[config.mk]
export PLATFORM = sky130hd
export DESIGN_NAME = load_store_unit_flat
export DESIGN_NICKNAME = d
export VERILOG_FILES = /design/src/rtl/load_store_unit_if.sv /design/src/rtl/load_store_unit.sv /design/src/flat_wrapper.sv
export SDC_FILE = /design/constraint.sdc
export NUM_CORES = 1
export LEC_CHECK = 0
export CORE_ASPECT_RATIO = 0.9
export CORE_MARGIN = 5
export CORE_UTILIZATION = 44
export CTS_CLUSTER_SIZE = 20
export DETAILED_ROUTE_END_ITERATION = 10
export GPL_TIMING_DRIVEN = 0
export PLACE_DENSITY = 0.78
export RECOVER_POWER = 25
export SLEW_MARGIN = 20
export SYNTH_ARGS = -nofsm -noshare
export SYNTH_HDL_FRONTEND = slang
export SYNTH_SLANG_ARGS = --single-unit
[constraint.sdc]
create_clock -name clock -period 2.79 [get_ports clock]
set_input_delay 0.558 -clock clock [delete_from_list [all_inputs] [get_ports clock]]
set_output_delay 0.558 -clock clock [all_outputs]
set_load 0.005 [all_outputs]
[src/rtl/load_store_unit_if.sv]
// Core-side request/response and ram-side bus of the load/store unit.
// slave = the unit itself, master = core plus ram that drive it.
interface load_store_unit_if #(
    parameter int ADDR_W = 30
);
    logic              req_valid;
    logic              req_ready;
    logic              req_we;
    logic [1:0]        req_size;
    logic              req_unsigned;
    logic [31:0]       req_addr;
    logic [31:0]       req_wdata;
    logic              resp_valid;
    logic [31:0]       resp_rdata;
    logic              resp_err;
    logic [ADDR_W-1:0] mem_addr;
    logic              mem_we;
    logic [31:0]       mem_wdata;
    logic [31:0]       mem_rdata;

    modport slave (
        input  req_valid, req_we, req_size, req_unsigned, req_addr, req_wdata, mem_rdata,
        output req_ready, resp_valid, resp_rdata, resp_err, mem_addr, mem_we, mem_wdata
    );

    modport master (
        output req_valid, req_we, req_size, req_unsigned, req_addr, req_wdata, mem_rdata,
        input  req_ready, resp_valid, resp_rdata, resp_err, mem_addr, mem_we, mem_wdata
    );
endinterface

[src/rtl/load_store_unit.sv]
// Byte/half/word load-store stage onto a word ram; sub-word stores by read-modify-write.
// Latency accept->resp: word store 1, load 2, sub-word store 2, misalign error 1.
// One request in flight: req_ready only in IDLE; response pulse has no back-pressure.
// Optional LSU_MISALIGN_CHECK_EN: flag misaligned half/word instead of force-aligning.
module load_store_unit #(
    parameter int ADDR_W = 30
) (
    input  logic               clock,
    input  logic               reset,
    load_store_unit_if.slave   bus
);
    typedef enum logic [1:0] {IDLE, RD, WR, RESP} state_t;

    state_t      state, state_nxt;
    logic        r_we, r_uns, r_err;
    logic [1:0]  r_size;
    logic [31:0] r_addr, r_wdata;

    logic        accept, a_byte, a_half, a_word, acc_err;
    logic [31:0] addr_al;
    logic [31:0] lane_shift, merged, wr_word, ld_ext;
    logic [7:0]  ld_byte;
    logic [15:0] ld_half;

    assign accept = bus.req_valid && (state == IDLE);

    always_comb begin
        a_byte  = (bus.req_size == 2'b00);
        a_half  = (bus.req_size == 2'b01);
        a_word  = !a_byte && !a_half;
        addr_al = bus.req_addr;
        acc_err = 1'b0;
`ifdef LSU_MISALIGN_CHECK_EN
        acc_err = (a_half && bus.req_addr[0]) || (a_word && (bus.req_addr[1:0] != 2'b00));
`else
        if (a_half) addr_al[0]   = 1'b0;
        if (a_word) addr_al[1:0] = 2'b00;
`endif
    end

    always_ff @(posedge clock or negedge reset) begin
        if (!reset) begin
            state   <= IDLE;
            r_we    <= 1'b0;
            r_uns   <= 1'b0;
            r_err   <= 1'b0;
            r_size  <= 2'b00;
            r_addr  <= '0;
            r_wdata <= '0;
        end else begin
            state <= state_nxt;
            if (accept) begin
                r_we    <= bus.req_we;
                r_uns   <= bus.req_unsigned;
                r_err   <= acc_err;
                r_size  <= bus.req_size;
                r_addr  <= addr_al;
                r_wdata <= bus.req_wdata;
            end
        end
    end

    always_comb begin
        state_nxt = state;
        case (state)
            IDLE: if (accept) begin
                if (acc_err)                   state_nxt = RESP;
                else if (bus.req_we && a_word) state_nxt = WR;
                else                           state_nxt = RD;
            end
            RD:      state_nxt = r_we ? WR : RESP;
            WR:      state_nxt = IDLE;
            RESP:    state_nxt = IDLE;
            default: state_nxt = IDLE;
        endcase
    end

    // mem_rdata holds the addressed word in the cycle after RD, i.e. in WR/RESP.
    always_comb begin
        lane_shift = bus.mem_rdata >> {r_addr[1:0], 3'b000};
        ld_byte    = lane_shift[7:0];
        ld_half    = r_addr[1] ? bus.mem_rdata[31:16] : bus.mem_rdata[15:0];
        if (r_size == 2'b00)
            ld_ext = {{24{!r_uns && ld_byte[7]}}, ld_byte};
        else if (r_size == 2'b01)
            ld_ext = {{16{!r_uns && ld_half[15]}}, ld_half};
        else
            ld_ext = bus.mem_rdata;

        merged = bus.mem_rdata;
        if (r_size == 2'b00)
            merged[{r_addr[1:0], 3'b000} +: 8] = r_wdata[7:0];
        else
            merged[{r_addr[1], 4'b0000} +: 16] = r_wdata[15:0];
        wr_word = r_size[1] ? r_wdata : merged;
    end

    always_comb begin
        bus.req_ready  = (state == IDLE);
        bus.mem_addr   = r_addr[ADDR_W+1:2];
        bus.mem_we     = (state == WR);
        bus.mem_wdata  = (state == WR) ? wr_word : 32'h0;
        bus.resp_valid = (state == WR) || (state == RESP);
        bus.resp_err   = (state == RESP) && r_err;
        bus.resp_rdata = ((state == RESP) && !r_err) ? ld_ext : 32'h0;
    end
endmodule

[src/flat_wrapper.sv]
// flat-port wrapper written by rule: the top's interface ports become plain ports
module load_store_unit_flat 
#(
    parameter int ADDR_W = 30
)
  (clock, reset, bus_req_valid, bus_req_we, bus_req_size, bus_req_unsigned, bus_req_addr, bus_req_wdata, bus_mem_rdata, bus_req_ready, bus_resp_valid, bus_resp_rdata, bus_resp_err, bus_mem_addr, bus_mem_we, bus_mem_wdata);
  load_store_unit_if #(.ADDR_W(ADDR_W)) bus_i ();
  input  logic clock;
  input  logic reset;
  input wire logic [$bits(bus_i.req_valid)-1:0] bus_req_valid;
  input wire logic [$bits(bus_i.req_we)-1:0] bus_req_we;
  input wire logic [$bits(bus_i.req_size)-1:0] bus_req_size;
  input wire logic [$bits(bus_i.req_unsigned)-1:0] bus_req_unsigned;
  input wire logic [$bits(bus_i.req_addr)-1:0] bus_req_addr;
  input wire logic [$bits(bus_i.req_wdata)-1:0] bus_req_wdata;
  input wire logic [$bits(bus_i.mem_rdata)-1:0] bus_mem_rdata;
  output wire logic [$bits(bus_i.req_ready)-1:0] bus_req_ready;
  output wire logic [$bits(bus_i.resp_valid)-1:0] bus_resp_valid;
  output wire logic [$bits(bus_i.resp_rdata)-1:0] bus_resp_rdata;
  output wire logic [$bits(bus_i.resp_err)-1:0] bus_resp_err;
  output wire logic [$bits(bus_i.mem_addr)-1:0] bus_mem_addr;
  output wire logic [$bits(bus_i.mem_we)-1:0] bus_mem_we;
  output wire logic [$bits(bus_i.mem_wdata)-1:0] bus_mem_wdata;
  assign bus_i.req_valid = bus_req_valid;
  assign bus_i.req_we = bus_req_we;
  assign bus_i.req_size = bus_req_size;
  assign bus_i.req_unsigned = bus_req_unsigned;
  assign bus_i.req_addr = bus_req_addr;
  assign bus_i.req_wdata = bus_req_wdata;
  assign bus_i.mem_rdata = bus_mem_rdata;
  assign bus_req_ready = bus_i.req_ready;
  assign bus_resp_valid = bus_i.resp_valid;
  assign bus_resp_rdata = bus_i.resp_rdata;
  assign bus_resp_err = bus_i.resp_err;
  assign bus_mem_addr = bus_i.mem_addr;
  assign bus_mem_we = bus_i.mem_we;
  assign bus_mem_wdata = bus_i.mem_wdata;
  load_store_unit #(.ADDR_W(ADDR_W)) u_core (.clock(clock), .reset(reset), .bus(bus_i));
endmodule
# Word-level counts from Yosys, hierarchy flattened
# Cells that the tools add are included.
dict set report totals {
  register_bits 70
  output_inout_bits 98
  word_cells 47
}
dict set report classes {
  n_addsub 2
  n_eq_ne 6
  n_shift 5
  mux 15
  n_reduce_logical 13
}
# op count
set ops {}
lappend ops {{32-bit 2-to-1 mux} 6}
lappend ops {{32-bit bitwise mux} 2}
lappend ops {{16-bit by 7-bit variable shift with 32-bit output, first input constant} 1}
lappend ops {{8-bit by 7-bit variable shift with 32-bit output, first input constant} 1}
lappend ops {{16-bit by 7-bit indexed part select with 32-bit output} 1}
lappend ops {{8-bit by 7-bit indexed part select with 32-bit output} 1}
lappend ops {{32-bit by 5-bit right shift with 8-bit output} 1}
lappend ops {{16-bit 2-to-1 mux} 1}
lappend ops {{5-bit negation with 7-bit output} 2}
lappend ops {{2-bit by 1-bit equality test with 1-bit output, second input constant} 3}
lappend ops {{2-bit logical NOT} 3}
lappend ops {{2-bit 2-to-1 mux} 3}
lappend ops {{2-bit case mux with 3 select lines} 1}
lappend ops {{1-bit logical AND} 5}
lappend ops {{2-bit equality test, second input constant} 2}
lappend ops {{1-bit logical NOT} 3}
lappend ops {{1-bit 2-to-1 mux} 2}
lappend ops {{2-bit by 1-bit inequality test with 1-bit output, second input constant} 1}
lappend ops {{2-bit OR reduction} 1}
lappend ops {{1-bit logical OR} 1}

# Logic depth before layout (Yosys ltp)
dict set report depth {
  depth_word 7
  depth_mapped 8
}

# Least setup slack after synthesis
# OpenSTA, ideal clock, no wires.
dict set report synth_timing {
  kind {flip-flop to output port}
  startpoint {reg u_core.r_addr[1]}
  endpoint {out bus_mem_wdata[25]}
  t_arrival_ns 2.046
  path_slack_ns 0.186
  path_stages_with_launch 9
  n_path_buf 3
  path_cell_list {dfrtp_1 > buf_2 > buf_2 > inv_1 > ha_1 > nor4bb_1 > clkbuf_1 > a221oi_1 > nor3_1}
}
dict set report synth_between {
  elab_chain_cells 6
  word_cells_on_any_way 11
}
# item line_no
set synth_rtl {}
lappend synth_rtl {{from (decl)} load_store_unit.sv:17} ;# logic [31:0] r_addr, r_wdata;
lappend synth_rtl {{from (signal assigned)} load_store_unit.sv:57} ;# r_addr <= addr_al;
lappend synth_rtl {{5-bit negation with 7-bit output (on tied branches)} {load_store_unit.sv:94, load_store_unit.sv:92}}
lappend synth_rtl {{16-bit by 7-bit indexed part select with 32-bit output, or another cell as far along} load_store_unit.sv:94} ;# merged[{r_addr[1], 4'b0000} +: 16] = r_wdata[15:0];
lappend synth_rtl {{32-bit bitwise mux (on tied branches)} {load_store_unit.sv:94, load_store_unit.sv:92}}
lappend synth_rtl {{32-bit 2-to-1 mux *} load_store_unit.sv:91} ;# if (r_size == 2'b00)
lappend synth_rtl {{32-bit 2-to-1 mux *} load_store_unit.sv:95} ;# wr_word = r_size[1] ? r_wdata : merged;
lappend synth_rtl {{32-bit 2-to-1 mux *} load_store_unit.sv:102} ;# bus.mem_wdata = (state == WR) ? wr_word : 32'h0;
lappend synth_rtl {{to (decl)} flat_wrapper.sv:23} ;# output wire logic [$bits(bus_i.mem_wdata)-1:0] bus_mem_wdata;
# Mark *: on every way between the ends. The rest lies on a longest branch, timed or not.

# Final worst setup path
# Ends and elaborated chain as after synthesis.

==> out/metrics.cfg <==
[place]
dp.cells = 862
place_congestion = 0.9665
hpwl_mm = 14.95
placed_cell_area_sq_mm = 0.007224
dp_slack_ns = -0.9323
io_buffers = 199

[global_routing]
antenna_found_initial = 0
track_usage_pct = 28.80
grt_max_degree = 56
grt_pass1_vias = 5485
grt_pass1_wl_mm = 30.46
grt-ovfl-total = 0

[cts]
cts_hold_buf = 0
clockRootBuffer = clkbuf_16
cts_sinks = 70
clkTransAtPathRegs_ns = 0.06
htree_levels = 3
cts_tree = yes
numCtsBuffers = 9
cts_buffer_depth = 2
clk_latency_ns = 0.33

[sta]
setup_viol = 19
min_period_over_period_pct = 104.7
fin_tns_setup_ns = -0.7133
drv_slew = 0
setup_ws_ns = -0.1323
report.final.hold_viol_count = 0
rsz0062_at_grt = true
fmax_ghz = 0.3422
worst_slew_pin_slew_ns = 1.342
final.min_clock_period_ns = 2.922
fin_skew_ns = 0.004233
slew_headroom_pct = 10.53

[min_path]
min-delay-path-class = input port to asynchronous set/reset pin

[power]
ir_worst_vdd_mv = 0.7365
p_leak_nw = 3.418
finalPower_w = 0.008681
power_density_mw_per_mm2 = 1080

[synth]
ys_warn_count = 0
synth_edf_count = 0
synthesis.nets = 614
ys_seq_area_share_pct = 34.95
synth_top_family_by_area = multiplexers
yosys.area.top_type = dfrtp_1
synth_compound_area_share_pct = 19.57
synth_ff_type = dfrtp_1
synthTopCellsByArea = dfrtp_1 35%, mux2_2 16%, a221oi_1 5.2%
synth_cell_types = 43
avgSynthCellArea_sq_um = 9.906
synth_fa_ha_area_share_pct = 1.248
ys_async_sr_fraction_pct = 100.0
synth_mux_area_share_pct = 21.39
synth-xor-area-share_pct = 0
ys_ff_latch = 70
synth.top_cell.area_share_pct = 34.95
syn-instance-count = 506
netlist_area_sq_mm = 0.005012
yosys.area_share.simple_pct = 10.73

[finish]
final_cells = 908
multiInputGateArea_sq_mm = 0.003146
seq_area_sq_mm = 0.001754
drive_above_1_share_pct = 42.29
final_nets = 857
area_growth_pct = 60.33
fill_cells = 881
stdcell_area_sq_mm = 0.008036
antennaDiodeCount = 0

[routing]
highest-signal-layer = met4
wire_per_inst_microns = 22.69
vias_per_cell = 6.047
drtAntennaViolNets = 0
drt-total-wl_mm = 20.60
wl_met3_mm = 2.849
wl_met2_mm = 9.426
vias = 5491
drc_errors = 0
first_pass_iters = 5
met1_length_mm = 7.677
drt-initial-drc-count = 661

[die]
ios = 201
start_util_pct = 44.37
core-area_sq_mm = 0.01130
die_area_sq_mm = 0.01363
die_x_microns = 122.5
fp.dieH_microns = 111.3
rows = 37

[setup_path]
crit_cells = 11
cp_max_fo = 6
worstPathArrival_ns = 2.36
crit_family = buffers and inverters
crit_slowest_cell = dfrtp_2
crit_required_ns = 2.23
worst-setup-path-type = flop to output port
worstRegToRegCells = 5
start_kind = flop
worstPathCellList = buf_6, buf_8, inv_8, ha_4, nor4bb_4, buf_4, buf_6, buf_6, a221oi_4, nor3_2, buf_2
worst-path-buf-inv = 7
crit_path_end_kind = output port
cp_common_cell = buf_6
critPathMaxStageDelay_ns = 0.41

[flow_run]
drv_cap = 0

[outcome]
status = finished with violations
violations = setup timing

per-stage QoR:
step           util, %  hold slack, ns
2_1_floorplan        -          0.2624
6_report         71.15          0.3136
3_5_place_dp     63.96          0.4423
4_1_cts          69.28         0.08646
3_3_place_gp     63.74          0.4824
5_1_grt          71.15          0.4186
repair_timing:
item | 4_1_cts | 5_1_grt
endpoints found under the setup margin | 65 | 56
pin swaps | 32 | 32
cloned | 0 | 1
hold endpoints to repair | 0 | 0
resized for setup | 317 | 63
setup buffers | 23 | 12
layout by cell type (no fill, tap or decap), drive strengths merged, types with 23 or more instances in the layout:
master	instances
inv	31
clkdlybuf4s50	115
dfrtp	70
a221oi	30
clkbuf	34
mux2	73
a21oi	24
o22ai	23
buf	147
dlygate4sd2	28
nor2	28
cell families (layout without fill, tap and decap cells):
logic type,count (synthesis),in the layout
fa+ha+maj,5,5
mux,85,85
other cells,1,1
buf+inv,115,361
compound gates,135,135
simple gates,95,95
flops,70,70
layout make-up:
| type | instances | share of cell area [%] |
|---|---|---|
| well taps | 156 | 2.429 |
| flip-flops and latches | 70 | 21.83 |
| clock inverters | 4 | 0.6228 |
| clock buffers | 10 | 2.849 |
| plain buffers | 79 | 6.586 |
| multi-input cells | 321 | 39.14 |
| inverters | 33 | 1.681 |
| repair buffers | 235 | 24.86 |
worst register-to-register path: stages, from the launching register on:
cell and delay (ns):
dfrtp_1 0.37, buf_4 0.17, nor3b_1 0.16, buf_2 0.26, buf_2 0.33, mux2_2 0.39
worst paths after layout:
kind	startpoint	slack [ns]	to
setup / recovery	u_core.r_addr[1]	-0.13	bus_mem_wdata[25]
hold reg to reg	u_core.r_we	0.50	u_core.r_we
hold / removal	reset	0.31	u_core.r_addr[8]
max in group asynchronous	reset	0.57	u_core.r_size[0]
min in group clock	u_core.r_we	0.50	u_core.r_we
setup reg to reg	u_core.state[0]	1.00	u_core.r_wdata[25]
cell usage after synthesis (3+ instances only):
master	instances
a222oi_1	8
nand4_1	8
nand2_1	5
a2111oi_0	8
nor4_1	6
nor2b_1	6
mux2_2	73
buf_2	23
o2bb2ai_1	3
o22ai_1	23
a221oi_1	30
o31ai_1	11
nor2_1	28
ha_1	5
and4b_1	3
o21ai_0	16
nand3_1	4
buf_4	34
nor3_1	11
nand3b_1	3
mux2i_1	4
dfrtp_1	70
inv_1	32
nand2b_1	7
o221ai_1	6
clkbuf_1	22
nor4bb_1	4
mux4_1	8
or2_2	6
a21oi_1	24
registers in the layout, summed over array words and instances, names as in the netlist:
register and flops:
u_core.r_we 1, u_core.r_size 2, u_core.r_wdata 32, u_core.r_uns 1
u_core.r_addr 32, u_core.state 2
where the power goes:
group	switching [W]	total [W]	internal, W	leakage, nW
Clock	0.000418	0.00110	0.000680	0.130
Combinational	0.00272	0.00558	0.00285	2.46
Sequential	0.000470	0.00201	0.00154	0.823
Total	0.00361	0.00868	0.00507	3.42
layer usage:
layer | global-route usage, % | up-vias
met2 | 45.24 | 401
met3 | 10.36 | 59
met5 | 0 | -
met1 | 35.80 | 2639
li1 | - | 2392
met4 | 11.64 | 0
Note: power is estimated with default switching activity, not from simulation.
